===== src/rtl/alu_seq.sv =====
// Registered valid/ready ALU: one operation at a time, result held until out_ready.
// Op codes: AND=0 XOR=1 OR=2 NOR=3 ADD=4 SUB=5 SLT=6 SRL=7 SLL=8 SRA=9 MUL=F, others reserved.
// Define ALU_MUL_EN to build the iterative signed MUL; otherwise ALU_OP_MUL is reserved.
module alu_seq #(
    parameter int WIDTH = 32
) (
    input  logic             clk,
    input  logic             rst,
    input  logic             in_valid,
    output logic             in_ready,
    input  logic [WIDTH-1:0] X,
    input  logic [WIDTH-1:0] Y,
    input  logic [3:0]       op_code,
    output logic             out_valid,
    input  logic             out_ready,
    output logic [WIDTH-1:0] Z,
    output logic             equal,
    output logic             overflow,
    output logic             zero
);
    localparam int SH_W = $clog2(WIDTH);

    localparam logic [3:0] ALU_OP_AND = 4'h0;
    localparam logic [3:0] ALU_OP_XOR = 4'h1;
    localparam logic [3:0] ALU_OP_OR  = 4'h2;
    localparam logic [3:0] ALU_OP_NOR = 4'h3;
    localparam logic [3:0] ALU_OP_ADD = 4'h4;
    localparam logic [3:0] ALU_OP_SUB = 4'h5;
    localparam logic [3:0] ALU_OP_SLT = 4'h6;
    localparam logic [3:0] ALU_OP_SRL = 4'h7;
    localparam logic [3:0] ALU_OP_SLL = 4'h8;
    localparam logic [3:0] ALU_OP_SRA = 4'h9;

`ifdef ALU_MUL_EN
    localparam logic [3:0] ALU_OP_MUL = 4'hF;
    localparam int         CNT_W      = $clog2(WIDTH + 1);

    typedef enum logic [1:0] {S_IDLE, S_EXEC, S_DONE} state_e;
`else
    typedef enum logic [1:0] {S_IDLE, S_DONE} state_e;
`endif

    state_e           state_q;
    logic             in_ready_q;
    logic             out_valid_q;
    logic [WIDTH-1:0] z_q;
    logic             eq_q;
    logic             ovf_q;
    logic             zero_q;

    logic             accept;
    logic [WIDTH-1:0] z_d;
    logic             ovf_d;
    logic             eq_d;
    logic             zero_d;
    logic             valid_op;
    logic [WIDTH-1:0] sum;
    logic [WIDTH-1:0] diff;
    logic [SH_W-1:0]  shamt;

    assign accept = in_valid && in_ready_q;
    assign sum    = X + Y;
    assign diff   = X - Y;
    assign shamt  = Y[SH_W-1:0];

    // Single-cycle ops are evaluated on the live operands and registered at the accept edge.
    always_comb begin
        // NOTE: every signal written here gets a default first so no path infers a latch.
        z_d      = '0;
        ovf_d    = 1'b0;
        valid_op = 1'b1;
        case (op_code)
            ALU_OP_AND: z_d = X & Y;
            ALU_OP_XOR: z_d = X ^ Y;
            ALU_OP_OR:  z_d = X | Y;
            ALU_OP_NOR: z_d = ~(X | Y);
            ALU_OP_ADD: begin
                z_d   = sum;
                ovf_d = (X[WIDTH-1] == Y[WIDTH-1]) && (sum[WIDTH-1] != X[WIDTH-1]);
            end
            ALU_OP_SUB: begin
                z_d   = diff;
                ovf_d = (X[WIDTH-1] != Y[WIDTH-1]) && (diff[WIDTH-1] != X[WIDTH-1]);
            end
            ALU_OP_SLT: z_d = {{(WIDTH-1){1'b0}}, ($signed(X) < $signed(Y))};
            ALU_OP_SRL: z_d = X >> shamt;
            ALU_OP_SLL: z_d = X << shamt;
            ALU_OP_SRA: z_d = $signed(X) >>> shamt;
            default:    valid_op = 1'b0;
        endcase
        eq_d   = valid_op && (X == Y);
        zero_d = valid_op && (z_d == '0);
    end

`ifdef ALU_MUL_EN
    logic [2*WIDTH-1:0] mcand_q;
    logic [2*WIDTH-1:0] acc_q;
    logic [WIDTH-1:0]   mplier_q;
    logic [CNT_W-1:0]   cnt_q;
    logic               neg_q;
    logic               mul_eq_q;

    logic [WIDTH-1:0]   mag_x;
    logic [WIDTH-1:0]   mag_y;
    logic [2*WIDTH-1:0] prod_d;
    logic               mul_last;
    logic               mul_ovf;

    // Magnitude of the most negative value is still correct read as unsigned.
    assign mag_x    = X[WIDTH-1] ? -X : X;
    assign mag_y    = Y[WIDTH-1] ? -Y : Y;
    assign mul_last = (cnt_q == CNT_W'(WIDTH));
    assign prod_d   = neg_q ? -acc_q : acc_q;
    assign mul_ovf  = (prod_d[2*WIDTH-1:WIDTH] != {WIDTH{prod_d[WIDTH-1]}});

    // NOTE: the multiplier datapath has no reset; it is fully loaded on accept before any use.
    always_ff @(posedge clk) begin
        if (accept && (op_code == ALU_OP_MUL)) begin
            acc_q    <= '0;
            mcand_q  <= {{WIDTH{1'b0}}, mag_x};
            mplier_q <= mag_y;
            cnt_q    <= '0;
            neg_q    <= X[WIDTH-1] ^ Y[WIDTH-1];
            mul_eq_q <= (X == Y);
        end else if ((state_q == S_EXEC) && !mul_last) begin
            if (mplier_q[0]) begin
                acc_q <= acc_q + mcand_q;
            end
            mcand_q  <= mcand_q << 1;
            mplier_q <= mplier_q >> 1;
            cnt_q    <= cnt_q + CNT_W'(1);
        end
    end
`endif

    // NOTE: sequential state uses non-blocking assignments so all registers update together.
    always_ff @(posedge clk) begin
        if (rst) begin
            state_q     <= S_IDLE;
            in_ready_q  <= 1'b1;
            out_valid_q <= 1'b0;
            z_q         <= '0;
            eq_q        <= 1'b0;
            ovf_q       <= 1'b0;
            zero_q      <= 1'b0;
        end else begin
            case (state_q)
                S_IDLE: begin
                    if (accept) begin
                        in_ready_q <= 1'b0;
`ifdef ALU_MUL_EN
                        if (op_code == ALU_OP_MUL) begin
                            state_q <= S_EXEC;
                        end else
`endif
                        begin
                            state_q     <= S_DONE;
                            out_valid_q <= 1'b1;
                            z_q         <= z_d;
                            eq_q        <= eq_d;
                            ovf_q       <= ovf_d;
                            zero_q      <= zero_d;
                        end
                    end
                end
`ifdef ALU_MUL_EN
                S_EXEC: begin
                    if (mul_last) begin
                        state_q     <= S_DONE;
                        out_valid_q <= 1'b1;
                        z_q         <= prod_d[WIDTH-1:0];
                        eq_q        <= mul_eq_q;
                        ovf_q       <= mul_ovf;
                        zero_q      <= (prod_d[WIDTH-1:0] == '0);
                    end
                end
`endif
                S_DONE: begin
                    // Result and flags stay put until the consumer takes them.
                    if (out_ready) begin
                        state_q     <= S_IDLE;
                        out_valid_q <= 1'b0;
                        in_ready_q  <= 1'b1;
                    end
                end
                default: begin
                    state_q     <= S_IDLE;
                    out_valid_q <= 1'b0;
                    in_ready_q  <= 1'b1;
                end
            endcase
        end
    end

    assign in_ready  = in_ready_q;
    assign out_valid = out_valid_q;
    assign Z         = z_q;
    assign equal     = eq_q;
    assign overflow  = ovf_q;
    assign zero      = zero_q;

endmodule

===== config.mk =====
export PLATFORM = sky130hd
export DESIGN_NAME = alu_seq
export DESIGN_NICKNAME = d
export VERILOG_FILES = /design/src/rtl/alu_seq.sv
export SDC_FILE = /design/constraint.sdc
export NUM_CORES = 1
export LEC_CHECK = 0
export BUFFER_PORTS_ARGS = -buffer_cell sky130_fd_sc_hd__buf_4
export CAP_MARGIN = 15
export CORE_MARGIN = 4
export CORE_UTILIZATION = 43
export CTS_CLUSTER_DIAMETER = 40
export DETAILED_ROUTE_END_ITERATION = 12
export PLACE_DENSITY_LB_ADDON = 0.08
export SETUP_SLACK_MARGIN = 0.4
export SLEW_MARGIN = 20
export SYNTH_ARGS = -nofsm -noshare
export SYNTH_HDL_FRONTEND = slang
export SYNTH_SLANG_ARGS = --single-unit

===== constraint.sdc =====
create_clock -name clk -period 13.1 [get_ports clk]
set_input_delay 1.31 -clock clk [delete_from_list [all_inputs] [get_ports clk]]
set_output_delay 1.31 -clock clk [all_outputs]
set_load 0.01 [all_outputs]

### After elaboration in Yosys (flattened, before gate mapping)

Index checks and enable logic that the tools add are counted.

| word-level totals | value |
|---|---|
| flip-flop bits (word level) | 39 |
| input port bits | 72 |
| output and inout port bits | 37 |

| operators by class | value |
|---|---|
| add/sub/neg operators | 2 |
| order comparisons | 1 |
| eq/ne operators | 17 |
| shift operators | 3 |
| multiplexer cells | 12 |
| bitwise operators | 4 |
| reduce and logical (&&, ||, !) cells | 11 |

Operators with widths:

| kind | number |
|---|---|
| one-hot mux 32 bit (10 select lines) | 1 |
| adder 32 bit | 1 |
| bitwise AND 32 bit | 1 |
| equality test 32 bit | 1 |
| zero test 32 bit | 1 |
| less-than comparator 32 bit | 1 |
| inverter 32 bit | 1 |
| bitwise OR 32 bit | 1 |
| left shift 32 x 5 -> 32 bit | 1 |
| right shift 32 x 5 -> 32 bit | 1 |
| >>> shifter 32 x 5 -> 32 bit | 1 |
| subtractor 32 bit | 1 |
| bitwise XOR 32 bit | 1 |
| equality test 4 x 3 -> 1 bit (second input constant) | 4 |
| OR reduction 10 bit | 1 |
| equality test 4 x 2 -> 1 bit (second input constant) | 2 |
| equality test 4 bit (second input constant) | 2 |
| one-hot mux 1 bit (2 select lines) | 3 |
| logical AND 1 bit | 5 |
| two-way mux 1 bit | 5 |
| equality test 4 x 1 -> 1 bit (second input constant) | 1 |
| zero test 4 bit | 1 |
| two-way mux 2 bit | 2 |
| inequality test 2 bit (second input constant) | 2 |
| 6 further kinds | 9 |

### Depth between registers and ports, before layout

Gate-level depths: netlist of the first run.

| logic depth | value |
|---|---|
| depth after elaboration | 5 |
| gate-level depth with buffers | 20 |

### Worst setup path before layout of the first run

OpenSTA, ideal clock, no wires.

| timing | value |
|---|---|
| kind | input port to flip-flop |
| start point | in Y[2] |
| end point | reg zero_q (netlist: zero) |
| data arrival time | 5.588 ns |
| data required time | 13.040 ns |
| path slack | 7.452 ns |
| cell stages on the path | 18 |
| buffers on the path | 5 |
| cells stage by stage | buf_4 -> inv_2 -> buf_2 -> buf_1 -> clkbuf_1 -> ha_1 -> clkbuf_1 -> nor2_1 -> o31ai_1 -> nor2_1 -> o31a_1 -> or4b_1 -> nor4_2 -> nand4_1 -> or4_1 -> nor4_1 -> nand4_1 -> nand2_1 |

| between the ends | value |
|---|---|
| cells in the longest elaborated chain, start to end | 5 |
| elaborated cells on any way between the ends | 13 |
| classes of those cells | add/sub: 2; order compare: 1; shift: 3; mux: 1; bitwise: 4; reduce/logical: 2 |

Ends and longest elaborated chain:

| element | line | text |
|---|---|---|
| from (decl) | 12 | `input logic [WIDTH-1:0] Y,` |
| branches (longest 2 deep; another with subtractor 32 bit) | n/a |  |
| one-hot mux 32 bit (10 select lines) (*) | 72 | `case (op_code)` |
| zero test 32 bit (*) | 92 | `zero_d = valid_op && (z_d == '0);` |
| logical AND 1 bit (*) | 92 |  |
| to (signal assigned) | 162 | `zero_q <= zero_d;` |
| to (decl) | 49 | `logic zero_q;` |

Mark *: on every way between the ends.
A chain may end at the register's enable or synchronous reset.

### Worst setup path in the final report of the first run

| timing | value |
|---|---|
| start point | in Y[0] |
| end point | reg zero_q (netlist: zero) |

The elaborated chain is that of the path after synthesis.

==> results of run 1 <==
-- cells by family (layout without fill, tap and decap cells) --
logic type                 after synthesis  in the layout  share of synthesized area, %
DFF                                     37             37                          6.02
buffers and inverters                  240            229                          8.61
xor gates and xnor gates                 9              9                         0.640
AOI/OAI and AO/OA                      577            577                          32.0
adders and majority gates              104            104                          10.7
muxes                                  157            157                          18.1
and+or+nand+nor                        619            619                          23.9
-- worst register-to-register path, stage by stage, from the launching register on --
cell	delay (ns)
dfxtp_1	0.36
nand2_1	0.11
nor2_4	0.08
buf_4	0.45
nand2_1	0.23
nor3_1	0.21
nand4_1	0.14
or4_1	0.58
nor4_1	0.36
nand4_1	0.14
nand2_1	0.09
-- synthesized netlist by cell type, drive strengths merged (25+ instances only) --
library cell / instances
o211ai: 44
mux4: 46
nor2b: 25
ha: 102
mux2i: 67
clkbuf: 93
nand3: 44
buf: 55
a211oi: 48
nor2: 167
nand2: 190
o21ai: 117
inv: 92
dfxtp: 37
a21oi: 118
mux2: 44
nor3: 52
-- layer usage --
layer  vias to the layer above  track usage [%]  share of wire (%)  routed length, µm
met3                       169             10.3                 12               7460
met1                      7197             53.1                 41              25900
met5                         -                0              0.043                 27
li1                       6566                -                  -                  -
met2                      1002             57.9                 42              26600
met4                         4             15.2                5.1               3230
-- state kept, by name (all words and copies together), names as in the netlist --
signal	count
Z	32
equal	1
in_ready	1
out_valid	1
overflow	1
zero	1
-- how the worst max path moves through the flow --
stage | from | to | slack [ns]
6_report | Y[0] | zero$_SDFFE_PP0P_ | 6.92
5_1_grt | Y[0] | zero$_SDFFE_PP0P_ | 6.77
3_3_place_gp | Y[0] | zero$_SDFFE_PP0P_ | 6.80
4_1_cts | Y[0] | zero$_SDFFE_PP0P_ | 7.07
2_1_floorplan | Y[2] | zero$_SDFFE_PP0P_ | 7.45
3_5_place_dp | Y[0] | zero$_SDFFE_PP0P_ | 6.79
-- per-stage QoR --
step	area, µm²	setup WS, ns
floorplan	12300	7.45
global placement	13100	6.80
detailed placement	13100	6.79
CTS	13200	7.07
global route	13200	6.77
finish	13200	6.92
-- report_power, final --
| group | switching (mW) | leakage [nW] | internal, mW |
|---|---|---|---|
| combinational | 0.374 | 4.95 | 0.197 |
| sequential | 0.00720 | 0.305 | 0.123 |
| clock | 0.0497 | 0.0842 | 0.0901 |
-- area by class of cell --
class / count / area (µm²) / share of cell area, %
clock buffer: 5 / 125 / 0.944
timing repair buffer: 129 / 968 / 7.31
multi-input combinational: 1466 / 10600 / 79.6
clock inverter: 3 / 43.8 / 0.331
sequential: 37 / 741 / 5.59
inverter: 92 / 345 / 2.61
tap: 378 / 473 / 3.57
==> impl_metrics.json, run 1 <==
{
  "status": "finished clean",
  "r2r_start": "in_ready$_SDFFE_PP1P_",
  "num_rows": 61,
  "syn_area_per_cell_um2": 7.06,
  "fin_crit_sh_pct": 47.2,
  "cp_max_fo": 64,
  "grt_overflow": 0,
  "vias": 14900,
  "syn-num-nets": 1919,
  "final_cells": 2110,
  "postCtsSetupRepairBufs": 0,
  "path_class": "primary input to register",
  "synth_top_area_cell": "ha_1",
  "drive_gt1_share_pct": 14.5,
  "cts_tree": "done",
  "worst_slew_pin_slew_ns": 1.32,
  "ys_types": 90,
  "dieWidth_um": 177,
  "power_mw": 0.841,
  "syn_to_final_growth_pct": 7.59,
  "vias_per_cell": 7.08,
  "cp.arrival_ns": 6.42,
  "cts_buffers": 5,
  "cts_sinks": 37,
  "yosysWarnings": 0,
  "dp.cells": 2102,
  "fin_crit_ns": 6.18,
  "syn_area_um2": 12300,
  "async_flop_share_pct": 0,
  "drt_iter0_drc": 2040,
  "final_nets": 1907,
  "layout_commonest_cell": "nand2_1",
  "final_util_pct": 47.3,
  "cap_violations": 0,
  "clk_pin_slew_ns": 0.06,
  "antennaDiodeCount": 0,
  "drc_errors": 0,
  "hold_class": "register to register",
  "hold_ws_ns": 0.457,
  "place_congestion": 1.08,
  "io_pins": 109,
  "layout_common_cells": "nand2_1 (190), nor2_1 (164), buf_4 (129)",
  "endpoint_kind": "register",
  "synth_top_area_share_pct": 10.4,
  "hold_start": "Z[2]$_SDFFE_PP0P_",
  "wl_per_cell_um": 29.9,
  "clock.fmax_mhz": 162,
  "wl_um": 63200,
  "setup_viol": 0,
  "grtUsageTotal_pct": 38.7,
  "grt_pass1_wl_um": 92200,
  "start_util_pct": 44.0,
  "htreeDepth": 2,
  "pwr_density_cell_nw_per_um2": 63.5,
  "cts_buffer_depth": 2,
  "leakage_nw": 5.34,
  "hold_viol_final": 0,
  "critPathTopFamily": "compound AO/OA/AOI/OAI gates",
  "fin_worst_skew_ns": 0.00456,
  "synth_edf_count": 0,
  "port_buffers": 108,
  "r2r_cells": 10,
  "required_ns": 13.33,
  "peakVddDrop_uv": 46.5,
  "cts_hold_buf": 0,
  "grt_setup_unrepaired": "no",
  "slew_violations": 0,
  "path_depth": 13,
  "cp_slowest_cell": "a2111oi_1",
  "critPathBufInv": 2,
  "dp_hpwl_um": 49100,
  "ys_seq_area_share_pct": 6.02,
  "cts_resized": 0,
  "holdPathEnd": "Z[2]$_SDFFE_PP0P_",
  "die_h_um": 177,
  "min_path_cells": 2,
  "synth_cells": 1743,
  "max_stage_delay_ns": 0.80,
  "rr_endpoint": "zero$_SDFFE_PP0P_",
  "fill_cells": 2939,
  "dr.pass1.iters": 6,
  "slew-limit-headroom_pct": 11.3,
  "clk_latency_ns": 0.29,
  "start_kind": "primary input",
  "cts-root-buf": "clkbuf_16",
  "grt_max_degree": 65,
  "grt_pass1_vias": 13700,
  "antenna_found_initial": 2,
  "r2r_slack_ns": 10.29,
  "crit_chain": "buf_4 > buf_4 > mux2_2 > mux2i_1 > o21ai_0 > o221ai_1 > a21oi_1 > a2111oi_1 > nand2_1 > or4b_1 > nor4_1 > nand4_1 > nand2_1",
  "coreArea_um2": 28000,
  "die_area_um2": 31400,
  "antenna_left": 0,
  "fin_setup_tns_ns": 0,
  "synthFlopType": "dfxtp_1",
  "synth_seq_cells": 37,
  "synthTopCellsByArea": "ha_1 (10%), mux4_2 (7.1%), dfxtp_1 (6.0%), nand2_1 (5.8%), mux2i_1 (5.4%)"
}
Note: power is estimated with default switching activity, not from simulation.
==> run 2: changes to the inputs <==
- ABC_AREA: not set -> 1
- clock period: 13.1 -> 5.61 ns (I/O delays scaled with it)
==> impl_metrics.json, run 2 <==
{
  "status": "finished clean",
  "fin_area_um2": 13200,
  "layout_commonest_cell": "nand2_1",
  "ys_types": 49,
  "hold_viol_final": 0,
  "wl_um": 60500,
  "die_h_um": 177,
  "grt_overflow": 0,
  "p_switching_mw": 1.07,
  "drt_iter0_drc": 2469,
  "min_path_cells": 2,
  "wl_met3_um": 6360,
  "r2r_cells": 10,
  "clk_latency_ns": 0.31,
  "hold_ws_ns": 0.471,
  "synth_cells": 2426,
  "critPathBufInv": 3,
  "grt_pass1_wl_um": 89800,
  "setup_viol": 0,
  "worst_slew_pin_slew_ns": 1.30,
  "cp_slowest_cell": "ha_1",
  "power_mw": 1.98,
  "clk_pin_slew_ns": 0.07,
  "place_congestion": 1.07,
  "largest_reg_flops": 32,
  "max_stage_delay_ns": 0.66,
  "path_common_cell": "nand2_1",
  "cp.arrival_ns": 4.16,
  "pwr_density_cell_nw_per_um2": 150,
  "cts_buffer_depth": 2,
  "cap_violations": 0,
  "htreeDepth": 2,
  "async_flop_share_pct": 0,
  "fin_crit_sh_pct": 69.8,
  "p_int_mw": 0.913,
  "start_util_pct": 43.8,
  "coreArea_um2": 28000,
  "synth_commonest_cells": "nand2_1 (767), nand3_1 (443), inv_1 (326)",
  "grt_max_degree": 70,
  "num_rows": 61,
  "postCtsSetupRepairBufs": 0,
  "synth_seq_cells": 37,
  "swShare_pct": 53.9,
  "cts_hold_buf": 0,
  "fin_setup_tns_ns": 0,
  "drt-met1-wl_um": 26200,
  "io_pins": 109,
  "slew-limit-headroom_pct": 13.0,
  "drive_gt1_share_pct": 9.09,
  "wl_per_cell_um": 21.5,
  "layout_common_cells": "nand2_1 (767), nand3_1 (443), inv_1 (325)",
  "ys_seq_area_share_pct": 6.03,
  "dr_wl_met2_um": 25500,
  "yosysWarnings": 0,
  "die_area_um2": 31300,
  "synthTopCellsByArea": "nand2_1 (23%), nand3_1 (18%), ha_1 (10%), inv_1 (10%), nor2_1 (7.5%)",
  "antenna_found_initial": 1,
  "synth_top_area_share_pct": 23.5,
  "synth_top_area_cell": "nand2_1",
  "dr.max_layer_used": "met5",
  "vias_per_cell": 5.79,
  "syn_area_um2": 12300,
  "cp_max_fo": 57,
  "syn_area_per_cell_um2": 5.06,
  "hold_class": "register to register",
  "critPathTopFamily": "simple AND/OR/NAND/NOR gates",
  "clkPwrFrac_pct": 20.4,
  "dr.pass1.iters": 8,
  "drc_errors": 0,
  "dpl_cell_area_um2": 13000,
  "cts_sinks": 37,
  "peakVddDrop_uv": 117,
  "cts_tree": "done",
  "cts_buffers": 5,
  "p_seq_share_pct": 15.4,
  "fin_worst_skew_ns": 0.00798,
  "dp_hpwl_um": 49500,
  "antenna_left": 0,
  "crit_chain": "buf_4 > inv_2 > ha_1 > inv_2 > nand2_1 > nand3_2 > nand2_1 > nand2_1 > nand2_1 > nand2_1 > nand2_1 > nand3_1 > nand3_1 > nand2_1 > nor2_1 > nand2_1 > nor2_1 > nand3_1 > nor2_1 > nor2_1 > nor2_1",
  "start_kind": "primary input",
  "path_depth": 21,
  "crit_path_start": "Y[3]",
  "final_cells": 2820,
  "grt_pass1_vias": 14800,
  "antennaDiodeCount": 0,
  "cts_resized": 0,
  "combPwrFrac_pct": 64.2,
  "final_nets": 2617,
  "synthFlopType": "dfxtp_1",
  "path_class": "primary input to register",
  "leakage_nw": 7.52,
  "vias": 16300,
  "slew_violations": 0,
  "grtUsageTotal_pct": 37.5,
  "syn_to_final_growth_pct": 7.70,
  "clock.fmax_mhz": 255,
  "syn-num-nets": 2602,
  "r2r_start": "in_ready$_SDFFE_PP1P_",
  "port_buffers": 108,
  "dp.cells": 2812,
  "cts-root-buf": "clkbuf_16",
  "grt_setup_unrepaired": "no",
  "endpoint_kind": "register",
  "hold_start": "in_ready$_SDFFE_PP1P_",
  "required_ns": 5.85,
  "synth_edf_count": 0,
  "fin_crit_ns": 3.92,
  "yosysMostFrequentCell": "nand2_1",
  "dieWidth_um": 177
}
[run 2: worst paths after layout]
check / slack [ns] / to
worst max-delay path: 1.69 / zero$_SDFFE_PP0P_
worst min-delay path: 0.47 / in_ready$_SDFFE_PP1P_
worst max register to register: 3.65 / zero$_SDFFE_PP0P_
worst min register to register: 0.47 / in_ready$_SDFFE_PP1P_
[run 2: final cells by class]
class / instances / area (µm²)
tap: 378 / 473
multi-input combinational: 1929 / 9620
clock inverter: 3 / 68.8
clock buffer: 5 / 125
inverter: 352 / 1330
timing repair buffer: 116 / 871
fill: 3197 / 14800
sequential: 37 / 741
[run 2: logic make-up after synthesis]
| group | after synthesis | synth area share (%) |
|---|---|---|
| buf+inv | 460 | 15.8 |
| fa+ha+maj | 104 | 10.7 |
| flops | 37 | 6.03 |
| simple gates | 1601 | 57.2 |
| xor+xnor | 1 | 0.0714 |
| compound gates | 223 | 10.2 |
[run 2: stage by stage]
| step | setup WS [ns] | utilization [%] |
|---|---|---|
| global placement | 1.51 | 46.5 |
| global route | 1.38 | 47.2 |
| CTS | 1.87 | 47.2 |
| detailed placement | 1.57 | 46.5 |
| finish | 1.69 | 47.2 |
| floorplan | 2.69 | - |
[run 2: worst register-to-register path: cells and delay by family, from the launching register on]
kind / cells / cell delay (ns)
flops: 1 / 0.35
compound gates: 1 / 0.28
simple gates: 9 / 1.27
[run 2: power by group through the flow]
stage | Sequential, mW | Clock (mW) | Combinational (mW)
floorplan | 0.322 | 0 | 0.782
CTS | 0.306 | 0.406 | 1.23
detailed placement | 0.311 | 0 | 1.22
global route | 0.309 | 0.414 | 1.38
global placement | 0.310 | 0 | 1.22
finish | 0.306 | 0.403 | 1.27
[run 2: routing by layer]
layer	vias up	track usage, %
li1	7772	-
met5	-	0
met3	125	5.32
met2	1020	57.3
met4	2	13.6
met1	7415	53.5
